===== config.mk =====
export PLATFORM = sky130hd
export DESIGN_NAME = pipe_hazard_ctrl
export DESIGN_NICKNAME = d
export VERILOG_FILES = /design/src/rtl/pipe_hazard_ctrl_pkg.sv /design/src/rtl/pipe_hazard_ctrl_hazard_detect.sv /design/src/rtl/pipe_hazard_ctrl.sv
export SDC_FILE = /design/constraint.sdc
export NUM_CORES = 1
export LEC_CHECK = 0
export CAP_MARGIN = 20
export CORE_MARGIN = 2
export CORE_UTILIZATION = 32
export CTS_CLUSTER_DIAMETER = 60
export DETAILED_ROUTE_END_ITERATION = 12
export HOLD_SLACK_MARGIN = 0.12
export PLACE_DENSITY = 0.77
export SLEW_MARGIN = 20
export SYNTH_ARGS = -nofsm -noshare
export SYNTH_HDL_FRONTEND = slang
export SYNTH_SLANG_ARGS = --single-unit
export TNS_END_PERCENT = 100

===== constraint.sdc =====
create_clock -name clk -period 2 [get_ports clk]
set_input_delay 0.4 -clock clk [delete_from_list [all_inputs] [get_ports clk]]
set_output_delay 0.4 -clock clk [all_outputs]
set_load 0.01 [all_outputs]

===== src/rtl/pipe_hazard_ctrl_pkg.sv =====
// pipe_hazard_ctrl_pkg
//   Shared definitions for the pipeline hazard controller and its helpers:
//   controller state encodings, the hard-wired zero register number, and the
//   opcode constants used by the decoder that produces id_uses_rt and
//   ex_mem_read.
package pipe_hazard_ctrl_pkg;

   typedef enum logic [1:0] {
      ST_RUN      = 2'd0,
      ST_LU_STALL = 2'd1,
      ST_MEM_WAIT = 2'd2,
      ST_UNUSED   = 2'd3
   } state_t;

   localparam logic [4:0] REG_ZERO = 5'd0;

   localparam logic [5:0] OP_LW  = 6'h23;
   localparam logic [5:0] OP_SW  = 6'h2b;
   localparam logic [5:0] OP_BEQ = 6'h04;
   localparam logic [5:0] OP_J   = 6'h02;

   // Any control transfer squashes the instruction sitting in IF/ID.
   function automatic logic redirect(input logic branch_taken, input logic jump);
      return branch_taken | jump;
   endfunction

endpackage


===== src/rtl/pipe_hazard_ctrl_hazard_detect.sv =====
// pipe_hazard_ctrl_hazard_detect
//   Combinational load-use compare: flags when the load in EX writes a
//   register that the instruction in ID reads. Loads to register 0 never
//   hazard. Also used by the forwarding checker.
// Ports:
//   id_rs, id_rt   ID-stage source register fields
//   id_uses_rt     ID instruction actually reads rt
//   ex_mem_read    EX-stage instruction is a load
//   ex_rt          EX-stage load destination
//   lu             load-use hazard present
module pipe_hazard_ctrl_hazard_detect
   import pipe_hazard_ctrl_pkg::*;
(
   input  logic [4:0] id_rs,
   input  logic [4:0] id_rt,
   input  logic       id_uses_rt,
   input  logic       ex_mem_read,
   input  logic [4:0] ex_rt,
   output logic       lu
);

   assign lu = ex_mem_read && (ex_rt != REG_ZERO) &&
               ((ex_rt == id_rs) || (id_uses_rt && (ex_rt == id_rt)));

endmodule


===== src/rtl/pipe_hazard_ctrl.sv =====
// pipe_hazard_ctrl
//   Hazard and stall controller for the IF/ID register and the PC. Inserts
//   load-use bubbles, flushes IF/ID on taken branches and jumps, and freezes
//   the pipe while data memory is busy (remembering any redirect seen during
//   the freeze so IF/ID is flushed on the way out).
// Optional build macro: HAZARD_STATS_EN adds stall_cnt / flush_cnt.
// Ports:
//   clk, rst_n      pipeline clock, asynchronous active-low reset
//   ce              clock enable; low freezes the controller
//   id_rs, id_rt, id_uses_rt    ID-stage register usage
//   ex_mem_read, ex_rt          EX-stage load info
//   branch_taken, jump          control-transfer resolution
//   dmem_busy                   data memory not ready
//   pc_write, if_id_write, if_id_flush, id_ex_bubble, pipe_freeze  controls
//   ctrl_state                  current state (debug)
//   stall_cnt, flush_cnt        saturating event counters (HAZARD_STATS_EN)
//
// state       | meaning
// ST_RUN      | normal flow; reacts to busy, redirect, load-use
// ST_LU_STALL | extra load-use bubbles, cnt = bubbles still owed
// ST_MEM_WAIT | memory busy, whole pipe held; cnt keeps owed bubbles
// ST_UNUSED   | illegal, returns to ST_RUN
module pipe_hazard_ctrl
   import pipe_hazard_ctrl_pkg::*;
#(
   parameter int LU_STALL_CYC = 1,
   parameter int WAIT_W       = 3
) (
   input  logic       clk,
   input  logic       rst_n,
   input  logic       ce,
   input  logic [4:0] id_rs,
   input  logic [4:0] id_rt,
   input  logic       id_uses_rt,
   input  logic       ex_mem_read,
   input  logic [4:0] ex_rt,
   input  logic       branch_taken,
   input  logic       jump,
   input  logic       dmem_busy,
   output logic       pc_write,
   output logic       if_id_write,
   output logic       if_id_flush,
   output logic       id_ex_bubble,
   output logic       pipe_freeze,
   output logic [1:0] ctrl_state
`ifdef HAZARD_STATS_EN
   ,
   output logic [15:0] stall_cnt,
   output logic [15:0] flush_cnt
`endif
);

   localparam logic [WAIT_W-1:0] CNT_LOAD = WAIT_W'(LU_STALL_CYC - 1);
   localparam logic [WAIT_W-1:0] CNT_ONE  = WAIT_W'(1);

   state_t            state_q, state_d;
   logic [WAIT_W-1:0] cnt_q, cnt_d;
   logic              pend_q, pend_d;
   logic              lu, redir;
   logic              pc_w, ifid_w, flush_w, bubble_w, freeze_w;

   pipe_hazard_ctrl_hazard_detect u_hazard_detect (
      .id_rs       (id_rs),
      .id_rt       (id_rt),
      .id_uses_rt  (id_uses_rt),
      .ex_mem_read (ex_mem_read),
      .ex_rt       (ex_rt),
      .lu          (lu)
   );

   assign redir = redirect(branch_taken, jump);

   always_ff @(posedge clk or negedge rst_n) begin
      if (!rst_n) begin
         state_q <= ST_RUN;
         cnt_q   <= '0;
         pend_q  <= 1'b0;
      end else begin
         state_q <= state_d;
         cnt_q   <= cnt_d;
         pend_q  <= pend_d;
      end
   end

   always_comb begin
      state_d  = state_q;
      cnt_d    = cnt_q;
      pend_d   = pend_q;
      pc_w     = 1'b0;
      ifid_w   = 1'b0;
      flush_w  = 1'b0;
      bubble_w = 1'b0;
      freeze_w = 1'b0;
      if (!ce) begin
         freeze_w = 1'b1;
      end else begin
         case (state_q)
            ST_RUN: begin
               if (dmem_busy) begin
                  freeze_w = 1'b1;
                  pend_d   = redir;
                  state_d  = ST_MEM_WAIT;
               end else if (redir) begin
                  // ID instruction is squashed, so any load-use on it is moot.
                  pc_w    = 1'b1;
                  ifid_w  = 1'b1;
                  flush_w = 1'b1;
               end else if (lu) begin
                  bubble_w = 1'b1;
                  if (LU_STALL_CYC > 1) begin
                     cnt_d   = CNT_LOAD;
                     state_d = ST_LU_STALL;
                  end
               end else begin
                  pc_w   = 1'b1;
                  ifid_w = 1'b1;
               end
            end
            ST_LU_STALL: begin
               if (dmem_busy) begin
                  // Owed bubbles are kept in cnt and resumed after the wait.
                  freeze_w = 1'b1;
                  pend_d   = redir;
                  state_d  = ST_MEM_WAIT;
               end else begin
                  bubble_w = 1'b1;
                  if (cnt_q > CNT_ONE) begin
                     cnt_d = cnt_q - CNT_ONE;
                  end else begin
                     cnt_d   = '0;
                     state_d = ST_RUN;
                  end
               end
            end
            ST_MEM_WAIT: begin
               if (dmem_busy) begin
                  freeze_w = 1'b1;
                  pend_d   = pend_q | redir;
               end else begin
                  flush_w = pend_q;
                  pend_d  = 1'b0;
                  state_d = (cnt_q != '0) ? ST_LU_STALL : ST_RUN;
               end
            end
            default: begin
               cnt_d   = '0;
               pend_d  = 1'b0;
               state_d = ST_RUN;
            end
         endcase
      end
   end

   // Outputs are forced low for as long as reset is asserted.
   assign pc_write     = rst_n & pc_w;
   assign if_id_write  = rst_n & ifid_w;
   assign if_id_flush  = rst_n & flush_w;
   assign id_ex_bubble = rst_n & bubble_w;
   assign pipe_freeze  = rst_n & freeze_w;
   assign ctrl_state   = state_q;

`ifdef HAZARD_STATS_EN
   always_ff @(posedge clk or negedge rst_n) begin
      if (!rst_n) begin
         stall_cnt <= '0;
         flush_cnt <= '0;
      end else if (ce) begin
         if (id_ex_bubble && (stall_cnt != 16'hFFFF)) stall_cnt <= stall_cnt + 16'd1;
         if (if_id_flush && (flush_cnt != 16'hFFFF)) flush_cnt <= flush_cnt + 16'd1;
      end
   end
`else
   // Statistics counters are not built.
`endif

endmodule


Word-level counts from Yosys, hierarchy flattened
Index checks and enable logic that the tools add are counted.
Operators by class
  equal/unequal tests: 9
  bitwise operators: 7
  reductions and logical operators: 13
  $mul: 0
  div/mod/pow operators: 0
  magnitude comparators: 1
  shift operators: 0
  add/subtract/negate cells: 1
  multiplexer cells: 31
Operator list (number)
  $mux W1: 20
  $eq A5 B5 Y1: 2
  $mux W2: 4
  $mux W3: 2
  $ne A2 B2 Y1 const B: 3
  $pmux W1 S2: 3
  $pmux W2 S3: 1
  $pmux W3 S2: 1
  $reduce_bool A5 Y1: 1
  $and A1 B1 Y1: 4
  $reduce_and A4 Y1: 1
  $reduce_or A2 Y1: 2
  $gt A3 B1 Y1 const B: 1
  $logic_and A1 B1 Y1: 3
  $ne A3 B3 Y1 const B: 1
  $reduce_and A3 Y1: 1
  $reduce_bool A3 Y1: 1
  $reduce_or A3 Y1: 1
  $sub A3 B1 Y3 const B: 1
  $eq A2 B1 Y1 const B: 1
  $eq A2 B2 Y1 const B: 1
  $logic_not A2 Y1: 1
  $ne A2 B1 Y1 const B: 1
  $or A1 B1 Y1: 2
  other kinds (3): 3
Storage, ports and cells
  memories kept: 0
  memory bits (writable): 0
  output and inout bits: 7
  word-level logic and storage cells: 65
  bits in latches: 0
  ROM bits: 0
  bits of input ports: 23
  flip-flop bits (word level): 6

Depth between registers and ports, before layout
Gate-level depths: netlist of run 1.
  depth after elaboration: 10
  gate-level depth with buffers: 6
  depth with buffers taken out: 6

By module
Synthesis of run 1 repeated with hierarchy kept, for this count alone.
Second synthesis, totals
  cell total of the unflattened synthesis: 68
  area total of the unflattened synthesis: 579.3 um^2
By module, submodules not included
  pipe_hazard_ctrl: times used 1, area an instance 446.7 um^2, seq. area each 150.1 um^2, cells each 51
  pipe_hazard_ctrl_hazard_detect: times used 1, area an instance 132.6 um^2, seq. area each 0.0 um^2, cells each 17

Worst setup path before layout of run 1
OpenSTA, ideal clock, no wires.
  kind: in2out
  from: input ex_rt[3]
  to: output pc_write
  arrival: 1.491 ns
  data required time: 1.600 ns
  stages: 5
  path slack: 0.109 ns
  buffers on the path: 1
  cell sequence: xor2_1 > nor4_2 > a32oi_1 > o311a_1 > buf_4
Between the ends
  cells in the longest elaborated chain, start to end: 10
  elaborated cells between the ends (all ways): 13
  classes of those cells: 2 x eq/ne; 5 x mux; 1 x bitwise; 5 x reduce/logical
RTL lines
  start: declaration: line pipe_hazard_ctrl.sv:36  | input logic [4:0] ex_rt,
  $eq A5 B5 Y1: line pipe_hazard_ctrl_hazard_detect.sv:23  | ((ex_rt == id_rs) || (id_uses_rt && (ex_rt == id_rt)));
  $logic_and A1 B1 Y1: line pipe_hazard_ctrl_hazard_detect.sv:23
  $logic_or A1 B1 Y1: line pipe_hazard_ctrl_hazard_detect.sv:23
  $logic_and A1 B1 Y1 *: line pipe_hazard_ctrl_hazard_detect.sv:22  | assign lu = ex_mem_read && (ex_rt != REG_ZERO) &&
  $mux W1 * (5 in a row)
  $and A1 B1 Y1 *
  end: declaration: line pipe_hazard_ctrl.sv:40  | output logic pc_write,
Mark *: on every way between the ends. The rest lies on a longest branch, timed or not.

Worst setup path in the final report of run 1
  from: input id_rt[0]
  to: output pc_write
Between the ends
  cells in the longest elaborated chain, start to end: 10
RTL lines
  start: declaration: line pipe_hazard_ctrl.sv:33  | input logic [4:0] id_rt,
  $eq A5 B5 Y1: line pipe_hazard_ctrl_hazard_detect.sv:23
  $logic_and A1 B1 Y1: line pipe_hazard_ctrl_hazard_detect.sv:23
  $logic_or A1 B1 Y1: line pipe_hazard_ctrl_hazard_detect.sv:23
  $logic_and A1 B1 Y1: line pipe_hazard_ctrl_hazard_detect.sv:22
  $mux W1: line pipe_hazard_ctrl.sv:108  | end else if (lu) begin
  $mux W1: line pipe_hazard_ctrl.sv:103  | end else if (redir) begin
  $mux W1: line pipe_hazard_ctrl.sv:99  | if (dmem_busy) begin
  $mux W1: line pipe_hazard_ctrl.sv:97  | case (state_q)
  $mux W1: line pipe_hazard_ctrl.sv:94  | if (!ce) begin
  $and A1 B1 Y1: line pipe_hazard_ctrl.sv:155  | assign pc_write = rst_n & pc_w;
Every way passes these cells.

==> impl_metrics.toml, run 1 <==
[layout]
post-route-util = 0.598
finalNonFillerCells = 124
drive_above_1_share = 0.287
final-seq-area_sq_um = 150
fin_nets = 135
nFillCells = 158
antennaDiodeCount = 0
area_delta_synth_final_pct = 70.5
multi_input_area_sq_um = 402

[placed_design]
place_hpwl_um = 1340
place_inst = 120
port_buffers = 29
gp_congestion = 0.905

[run_status]
outcome = "complete, but fails checks"
violations = "negative setup slack"

[timing]
fin_ws_ps = -82.0
worstMarginPinSlew_ps = 286
hold_violations = 0
rsz0062_at_grt = "true"
slew_headroom = 0.809
maxSlewViolCount = 0
finalSetupTns_ps = -162
fin_skew_ps = 4.90
period_share = 1.04
fin_hold_ws_ps = 120
min_period_ps = 2080
timing.fmax_mhz = 480
setup_viol = 2

[critical_path]
cp_cell_sequence = "clkdlybuf4s50_1 -> xnor2_1 -> a32oi_1 -> o311a_1 -> buf_2"
cp.arrival_ps = 1680
endpoint_kind = "output pin"
setup.worst_path.class = "input pin to output pin"
worstPathMaxFanout = 2
slowest_delay_ps = 500
cp_top_family = "buffers and inverters"
worstPathRequired_ps = 1600
r2r_slack_ps = 640
slowest_stage = "clkdlybuf4s50_1"
worst-path-buf-inv = 2
start_kind = "input pin"

[yosys]
synth_top_area_frac = 0.275
syn_nets = 95
synthSimpleGateAreaFrac = 0.265
yosysWarnings = 0
synth.area.top_cells = "dfrtp_1 27%, xor2_1 14%, nand2_1 7.6%"
synth-compound-area-share = 0.199
synthDistinctLibCells = 26
synthArstFlopShare = 1.00
synth_top_flop_cell = "dfrtp_1"
ys_seq_area_frac = 0.275
syn_area_sq_um = 547
synth.most_common_cell = "nand2_1"
synth_area_per_cell_sq_um = 7.81
synth_largest_area_cell = "dfrtp_1"
ys_ff_latch = 6
synth_top_family_by_area = "simple AND/OR/NAND/NOR gates"
synth_mux_area_frac = 0
netlist_instances = 70
synthXorXnorAreaFrac = 0.160
synth_commonest_cells = "11 x nand2_1, 9 x xor2_1, 8 x o21ai_0"
synth_edf_count = 0
synth_fa_ha_area_frac = 0.0458

[clock_network]
cts.clk_slew.worst_paths_ps = 60
cts_tree = "built"
cts_buffers = 3
clock_latency_ps = 250
clockBufferDepth = 2
hold_buffers = 0
cts_sinks = 6
root_buffer = "clkbuf_4"
cts_max_level = 1

[pwr]
peakVddDrop_uv = 434
p_per_area_mw_per_mm2 = 734
p_leak_nw = 0.446
p_total_mw = 0.684

[drt]
wl_per_cell_um = 13.5
detail-route-antenna-nets = 0
dr.first_iter.drc_count = 16
wirelength_um = 1680
vias = 666
drc_errors = 0
via_per_inst = 5.37
dr.pass1.iters = 4

[run]
drv_cap = 0

[die]
ios = 30
fp.dieW_um = 45.3
rows = 14
die_area_sq_mm = 0.00206
core_area_sq_mm = 0.00156
die_h_um = 45.3
start_util = 0.351

[grt]
grt_pass1_wl_um = 2730
antenna_found_initial = 0
grt_use_total = 0.190
first_global_vias = 646
overflow = 0
grt_max_degree = 12

[worst_hold_path]
holdCritPathClass = "input pin to async pin"
[power breakdown]
part           switching (mW)  total, mW  internal, mW  leakage [nW]
registers              0.0604      0.230         0.170        0.0712
clock network          0.0560      0.125        0.0688        0.0138
logic                   0.164      0.329         0.165         0.361
total                   0.280      0.684         0.404         0.446
[cells in the final DEF, fill, tap and decap left out, types with 2 or more instances in the layout]
cell type / instances
nand2_1: 10
buf_4: 9
dlygate4sd2_1: 8
xor2_1: 7
o21ai_0: 7
clkdlybuf4s50_1: 7
dfrtp_1: 6
nor2_1: 5
buf_2: 5
inv_1: 4
clkbuf_4: 3
clkbuf_2: 3
dlymetal6s2s_1: 3
xor2_2: 2
nand2b_1: 2
a21oi_1: 2
ha_1: 2
[worst register-to-register path, delay by kind of cell, from the launching register on]
kind	cells	cell delay, ps
buffers and inverters	1	130
AOI/OAI and AO/OA	1	140
and+or+nand+nor	2	360
DFF	1	390
adders and majority gates	1	260
[flip-flops by register name, summed over array words and instances, names as in the netlist]
signal and flops:
pend_q 1, cnt_q 3, ctrl_state 2
[metal layers]
layer  wire length (um)  part of all wire  global-route usage  vias up
li1                   -                 -                   -      321
met5                  0                 0                   0        -
met1                660              0.39               0.215      299
met4                 62             0.037               0.141        0
met3                128             0.076              0.0480        8
met2                827              0.49               0.306       38
[repair_timing]
item | in CTS | in global routing
setup endpoints to repair | 5 | 4
buffers inserted | 1 | 0
pin swaps | 8 | 8
gates resized for setup | 48 | 17
[path summary, 6_finish.rpt]
| check | startpoint | endpoint | cells after the start |
|---|---|---|---|
| max | id_rt[0] | pc_write | 5 |
| min | rst_n | cnt_q[2] | 2 |
| max reg2reg | cnt_q[1] | cnt_q[1] | 5 |
| min reg2reg | cnt_q[0] | cnt_q[0] | 1 |
| max in group asynchronous | rst_n | pend_q | 2 |
| min in group clk | cnt_q[0] | cnt_q[0] | 1 |
[layout make-up]
cell class / count / share of cell area
Multi-Input combinational cell: 57 / 0.431
Timing Repair Buffer: 38 / 0.346
Sequential cell: 6 / 0.161
Clock buffer: 3 / 0.0242
Tap cell: 16 / 0.0215
Inverter: 4 / 0.0161
[stage by stage]
step | setup slack, ps | instance area [sq um]
global placement | -687 | 902
CTS | 0.345 | 900
global route | -126 | 932
floorplan | 109 | 547
detailed placement | -737 | 902
finish | -82.0 | 932
[cells by family (layout without fill, tap and decap cells)]
group	Yosys count	in the layout
AOI/OAI and AO/OA	17	17
xor gates and xnor gates	10	10
adders and majority gates	2	2
buffers and inverters	7	45
DFF	6	6
and+or+nand+nor	28	28
Power figures use the tool's default switching activity.
==> run 2: changes to the inputs <==
--- a/config.mk
+++ b/config.mk
@@ -16,4 +16,4 @@
 export SYNTH_ARGS = -nofsm -noshare
 export SYNTH_HDL_FRONTEND = slang
 export SYNTH_SLANG_ARGS = --single-unit
-export TNS_END_PERCENT = 100
+export TNS_END_PERCENT = 20
==> constraint.sdc (replaced) <==
create_clock -name clk -period 2.43 [get_ports clk]
set_input_delay 0.486 -clock clk [delete_from_list [all_inputs] [get_ports clk]]
set_output_delay 0.486 -clock clk [all_outputs]
set_load 0.01 [all_outputs]
==> run 2 against run 1 <==
The flow now finishes without violations. Final area increased by 0.54%. Power is 20% lower. Utilization is 0.32 points higher. Critical path type unchanged. Largest cell class unchanged.
==> impl_metrics.toml, run 2 (same netlist as run 1, synthesis figures left out) <==
[run_status]
outcome = "finished clean"

[die]
core_area_sq_mm = 0.00156
die_area_sq_mm = 0.00206
fp.dieW_um = 45.3
die_h_um = 45.3
ios = 30
rows = 14
start_util = 0.351

[clock_network]
cts_tree = "built"
clockBufferDepth = 2
clock_latency_ps = 250
cts_max_level = 1
hold_buffers = 0
cts_sinks = 6
cts.clk_slew.worst_paths_ps = 50
root_buffer = "clkbuf_4"
cts_buffers = 3

[drt]
wirelength_um = 1420
via_per_inst = 5.04
dr.pass1.iters = 4
detail-route-antenna-nets = 0
drc_errors = 0
wl_per_cell_um = 11.5
vias = 625
dr.first_iter.drc_count = 14

[worst_hold_path]
holdCritPathClass = "flip-flop to flip-flop"
hold_depth = 1
holdCritStartpoint = "cnt_q[0]"
holdPathEnd = "cnt_q[0]"

[critical_path]
endpoint_kind = "output pin"
worstPathMaxFanout = 2
cp.arrival_ps = 1870
r2r-end = "cnt_q[1]"
start_kind = "input pin"
setup.worst_path.class = "input pin to output pin"
regToRegStartpoint = "cnt_q[1]"
r2r_slack_ps = 1090
ff2ff_path_depth = 5
worstPathRequired_ps = 1940

[timing]
maxSlewViolCount = 0
slew_headroom = 0.799
finalSetupTns_ps = 0
rsz0062_at_grt = "false"
setup_viol = 0
fin_hold_ws_ps = 488
timing.fmax_mhz = 424
worstMarginPinSlew_ps = 297
min_period_ps = 2360
hold_violations = 0
period_share = 0.970
fin_skew_ps = 4.70

[placed_design]
place_inst = 120
placed_area_sq_um = 902
port_buffers = 29
place_hpwl_um = 1190
gp_congestion = 0.861

[layout]
top_register = "cnt_q"
final_common_cell = "clkdlybuf4s50_1"
finalNonFillerCells = 124
drive_above_1_share = 0.167
antennaDiodeCount = 0
fin_area_sq_um = 937
largest_reg_flops = 3
nFillCells = 132
final_cell_mix = "16 x clkdlybuf4s50_1, 11 x nand2_1, 9 x buf_4"
fin_nets = 135
area_delta_synth_final_pct = 71.4

[grt]
first_global_vias = 563
grt_pass1_wl_um = 2300
overflow = 0
grt_max_degree = 13
antenna_found_initial = 0
grt_use_total = 0.157

[pwr]
p_leak_nw = 0.450
p_total_mw = 0.545
peakVddDrop_uv = 310
p_per_area_mw_per_mm2 = 581

[run]
drv_cap = 0
run 2: cell count changes in the layout (fill, tap and decap cells not counted), moves of 2 or more:
cell and delta:
dlygate4sd2_1 -4, dlymetal6s2s_1 +2, clkbuf_2 -2, buf_2 -3
clkdlybuf4s50_1 +9
run 2: per-stage QoR:
stage | setup WS (ps) | utilization
CTS | -115 | 0.589
floorplan | 367 | -
detailed placement | -462 | 0.579
global placement | -427 | 0.579
finish | 71.7 | 0.601
global route | 7.52 | 0.601
run 2: per-layer routing:
| metal | share of wire | up-vias | track usage |
|---|---|---|---|
| li1 | - | 325 | - |
| met1 | 0.43 | 275 | 0.185 |
| met2 | 0.49 | 23 | 0.254 |
| met3 | 0.065 | 2 | 0.0480 |
| met4 | 0.0099 | 0 | 0.0824 |
| met5 | 0 | - | 0 |
run 2: area by class of cell:
class	instances	area, sq um	area share
Clock buffer	3	22.5	0.0240
Inverter	4	15.0	0.0160
Multi-Input combinational cell	57	379	0.405
Sequential cell	6	150	0.160
Tap cell	16	20.0	0.0214
Timing Repair Buffer	38	350	0.374
run 2: power breakdown:
part | internal [mW] | leakage, nW | total [mW] | switching (mW)
clock network | 0.0563 | 0.0138 | 0.0978 | 0.0415
registers | 0.140 | 0.0712 | 0.192 | 0.0519
logic | 0.136 | 0.365 | 0.255 | 0.119
total | 0.332 | 0.450 | 0.545 | 0.213
run 2: worst max-delay path by stage:
stage,startpoint,end,slack [ps]
after floorplan,ex_rt[3],pc_write,370
after global placement,ex_rt[3],if_id_write,-430
after detailed placement,ex_rt[3],if_id_write,-460
after CTS,id_rt[3],if_id_write,-120
after global routing,ex_rt[4],pc_write,8
final,ex_rt[0],pc_write,70
run 2: repair_timing:
action / in CTS / in global routing
gates resized for setup: 11 / 14
setup endpoints to repair: 4 / 4
pin swaps: 2 / 3
setup buffers: 1 / 0
run 2: critical path, cell delays in order:
cell             delay [ps]
clkdlybuf4s50_1         430
buf_4                   150
xnor2_1                 150
a32oi_1                 130
o311a_1                 380
buf_2                   150
==> run 3: changes to the inputs <==
--- a/config.mk
+++ b/config.mk
@@ -7,11 +7,12 @@
 export LEC_CHECK = 0
 export CAP_MARGIN = 20
 export CORE_MARGIN = 2
-export CORE_UTILIZATION = 32
+export CORE_UTILIZATION = 40
 export CTS_CLUSTER_DIAMETER = 60
+export CTS_CLUSTER_SIZE = 12
 export DETAILED_ROUTE_END_ITERATION = 12
 export HOLD_SLACK_MARGIN = 0.12
-export PLACE_DENSITY = 0.77
+export PLACE_DENSITY = 0.91
 export SLEW_MARGIN = 20
 export SYNTH_ARGS = -nofsm -noshare
 export SYNTH_HDL_FRONTEND = slang
==> run 3 against run 2 <==
Count of clock-buffer cells in the layout stayed put. Fmax up 2.0%. Global-route usage increased by 8.0 points. Combinational power rose by 2%. Critical path depth is the same. Sequential power about the same. Final cell count shrank 3.2%. Via count up 5.0%. First-iteration DRC count increased by 110%. Sequential share of layout area increased by 0.55 points. Sequential cell count unchanged. Register-to-register slack got worse by 30 ps. Critical path type unchanged. Largest power group unchanged.
==> impl_metrics.toml, run 3 (same netlist as run 1, synthesis figures left out) <==
[layout]
drive_above_1_share = 0.133
fin_nets = 132
area_delta_synth_final_pct = 65.7
largest_reg_flops = 3
top_register = "cnt_q"
post-route-util = 0.705
final_common_cell = "clkdlybuf4s50_1"
antennaDiodeCount = 0
final_cell_mix = "13 x clkdlybuf4s50_1, 11 x nand2_1, 9 x xor2_1"

[pwr]
p_int_mw = 0.329
p_leak_nw = 0.459
switching_power_mw = 0.220
p_per_area_mw_per_mm2 = 606
p_total_mw = 0.549
seq_power_share = 0.349
pwr-share-clk = 0.180
combPwrFrac = 0.471
p_sw_frac = 0.400
peakVddDrop_uv = 249

[grt]
grt_use_total = 0.237
overflow = 0
first_global_vias = 671
grt_busiest_layer = "met2"
grtUsageMet1 = 0.216
grt_max_degree = 13
grtUsageMet2 = 0.484
antenna_found_initial = 0
grt_pass1_wl_um = 2570
globalRouteMet3Util = 0.0326

[critical_path]
cp.arrival_ps = 1830
slowest_stage = "clkdlybuf4s50_1"
setup.worst_path.class = "input pin to output pin"
cp_cell_sequence = "clkdlybuf4s50_1 -> xor2_1 -> nor3_1 -> a32oi_1 -> o311a_1 -> buf_2"
worstPathRequired_ps = 1940
r2r_slack_ps = 1060
endpoint_kind = "output pin"
start_kind = "input pin"
worstPathMaxFanout = 2
slowest_delay_ps = 420

[clock_network]
root_buffer = "clkbuf_4"
cts_buffers = 3
cts_tree = "built"
clockBufferDepth = 2
clock_latency_ps = 260
cts_sinks = 6
hold_buffers = 0
cts_max_level = 1
post-cts-setup-buffers = 0
cts.clk_slew.worst_paths_ps = 50

[placed_design]
gp_congestion = 0.715
place_hpwl_um = 1310
port_buffers = 29

[timing]
slew_headroom = 0.775
setup_viol = 0
fin_skew_ps = 1.92
period_share = 0.951
rsz0062_at_grt = "false"
hold_violations = 0
min_period_ps = 2310
timing.fmax_mhz = 433
worstMarginPinSlew_ps = 338
maxSlewViolCount = 0

[drt]
via_per_inst = 5.47
wirelength_um = 1630
dr.pass1.iters = 4
dr.first_iter.drc_count = 30
vias = 656
drc_errors = 0
detail-route-antenna-nets = 0
wl_per_cell_um = 13.6

[run_status]
outcome = "finished clean"

[die]
start_util = 0.426
fp.dieW_um = 41.0
die_area_sq_mm = 0.00168
die_h_um = 41.0
ios = 30
core_area_sq_mm = 0.00128
rows = 13

[run]
drv_cap = 0

[worst_hold_path]
holdCritPathClass = "flip-flop to flip-flop"
## run 3: cell count changes in the layout (fill, tap and decap cells not counted), moves of 2 or more
cell,change
dlygate4sd2_1,-2
dlymetal6s2s_1,+3
clkdlybuf4s50_1,-3
buf_4,-3
## run 3: what timing repair did
item,4_1_cts,5_1_grt
pin swaps,3,5
resized for setup,15,14
endpoints found under the setup margin,4,4
endpoints found under the hold margin,0,0
gates cloned,0,0
## run 3: worst paths after layout
path	from	to	cells after the start
max	id_rs[0]	if_id_write	6
min	cnt_q[0]	cnt_q[0]	1
max reg2reg	cnt_q[1]	cnt_q[1]	5
min reg2reg	cnt_q[0]	cnt_q[0]	1
max in group asynchronous	rst_n	ctrl_state[0]	2
min in group asynchronous	rst_n	cnt_q[2]	2
## run 3: power by group through the flow
| stage | logic (mW) | clock network [mW] | registers [mW] |
|---|---|---|---|
| 2_1_floorplan | 0.151 | 0 | 0.179 |
| 3_3_place_gp | 0.247 | 0 | 0.188 |
| 3_5_place_dp | 0.263 | 0 | 0.190 |
| 4_1_cts | 0.261 | 0.0988 | 0.190 |
| 5_1_grt | 0.291 | 0.105 | 0.198 |
| 6_report | 0.259 | 0.0988 | 0.192 |
## run 3: per-layer routing
layer | up-vias | share of wire | wire length, um
met4 | 0 | 0.013 | 22
met2 | 37 | 0.54 | 881
met1 | 299 | 0.37 | 609
met5 | - | 0 | 0
li1 | 318 | - | -
met3 | 2 | 0.073 | 120
## run 3: critical path: cells and delay by family
family                 cells  cell delay [ps]
AO/OA/AOI/OAI              2              490
XOR/XNOR                   1              140
buffers and inverters      2              570
AND/OR/NAND/NOR            1              140
## run 3: stage by stage
stage	cells	setup WS (ps)	TNS, ps	instance area [sq um]	hold slack (ps)
finish	120	118	0	906	487
detailed placement	117	-499	-1440	886	475
CTS	120	14.7	0	892	481
floorplan	70	367	0	547	190
global placement	117	-450	-1330	886	474
global route	120	3.64	0	906	521
## run 3: final cells by class
class	count	area (sq um)
clock buffer	3	22.5
sequential	6	150
fill	97	379
inverter	4	15.0
tap	15	18.8
multi-input combinational	57	367
timing repair buffer	35	333
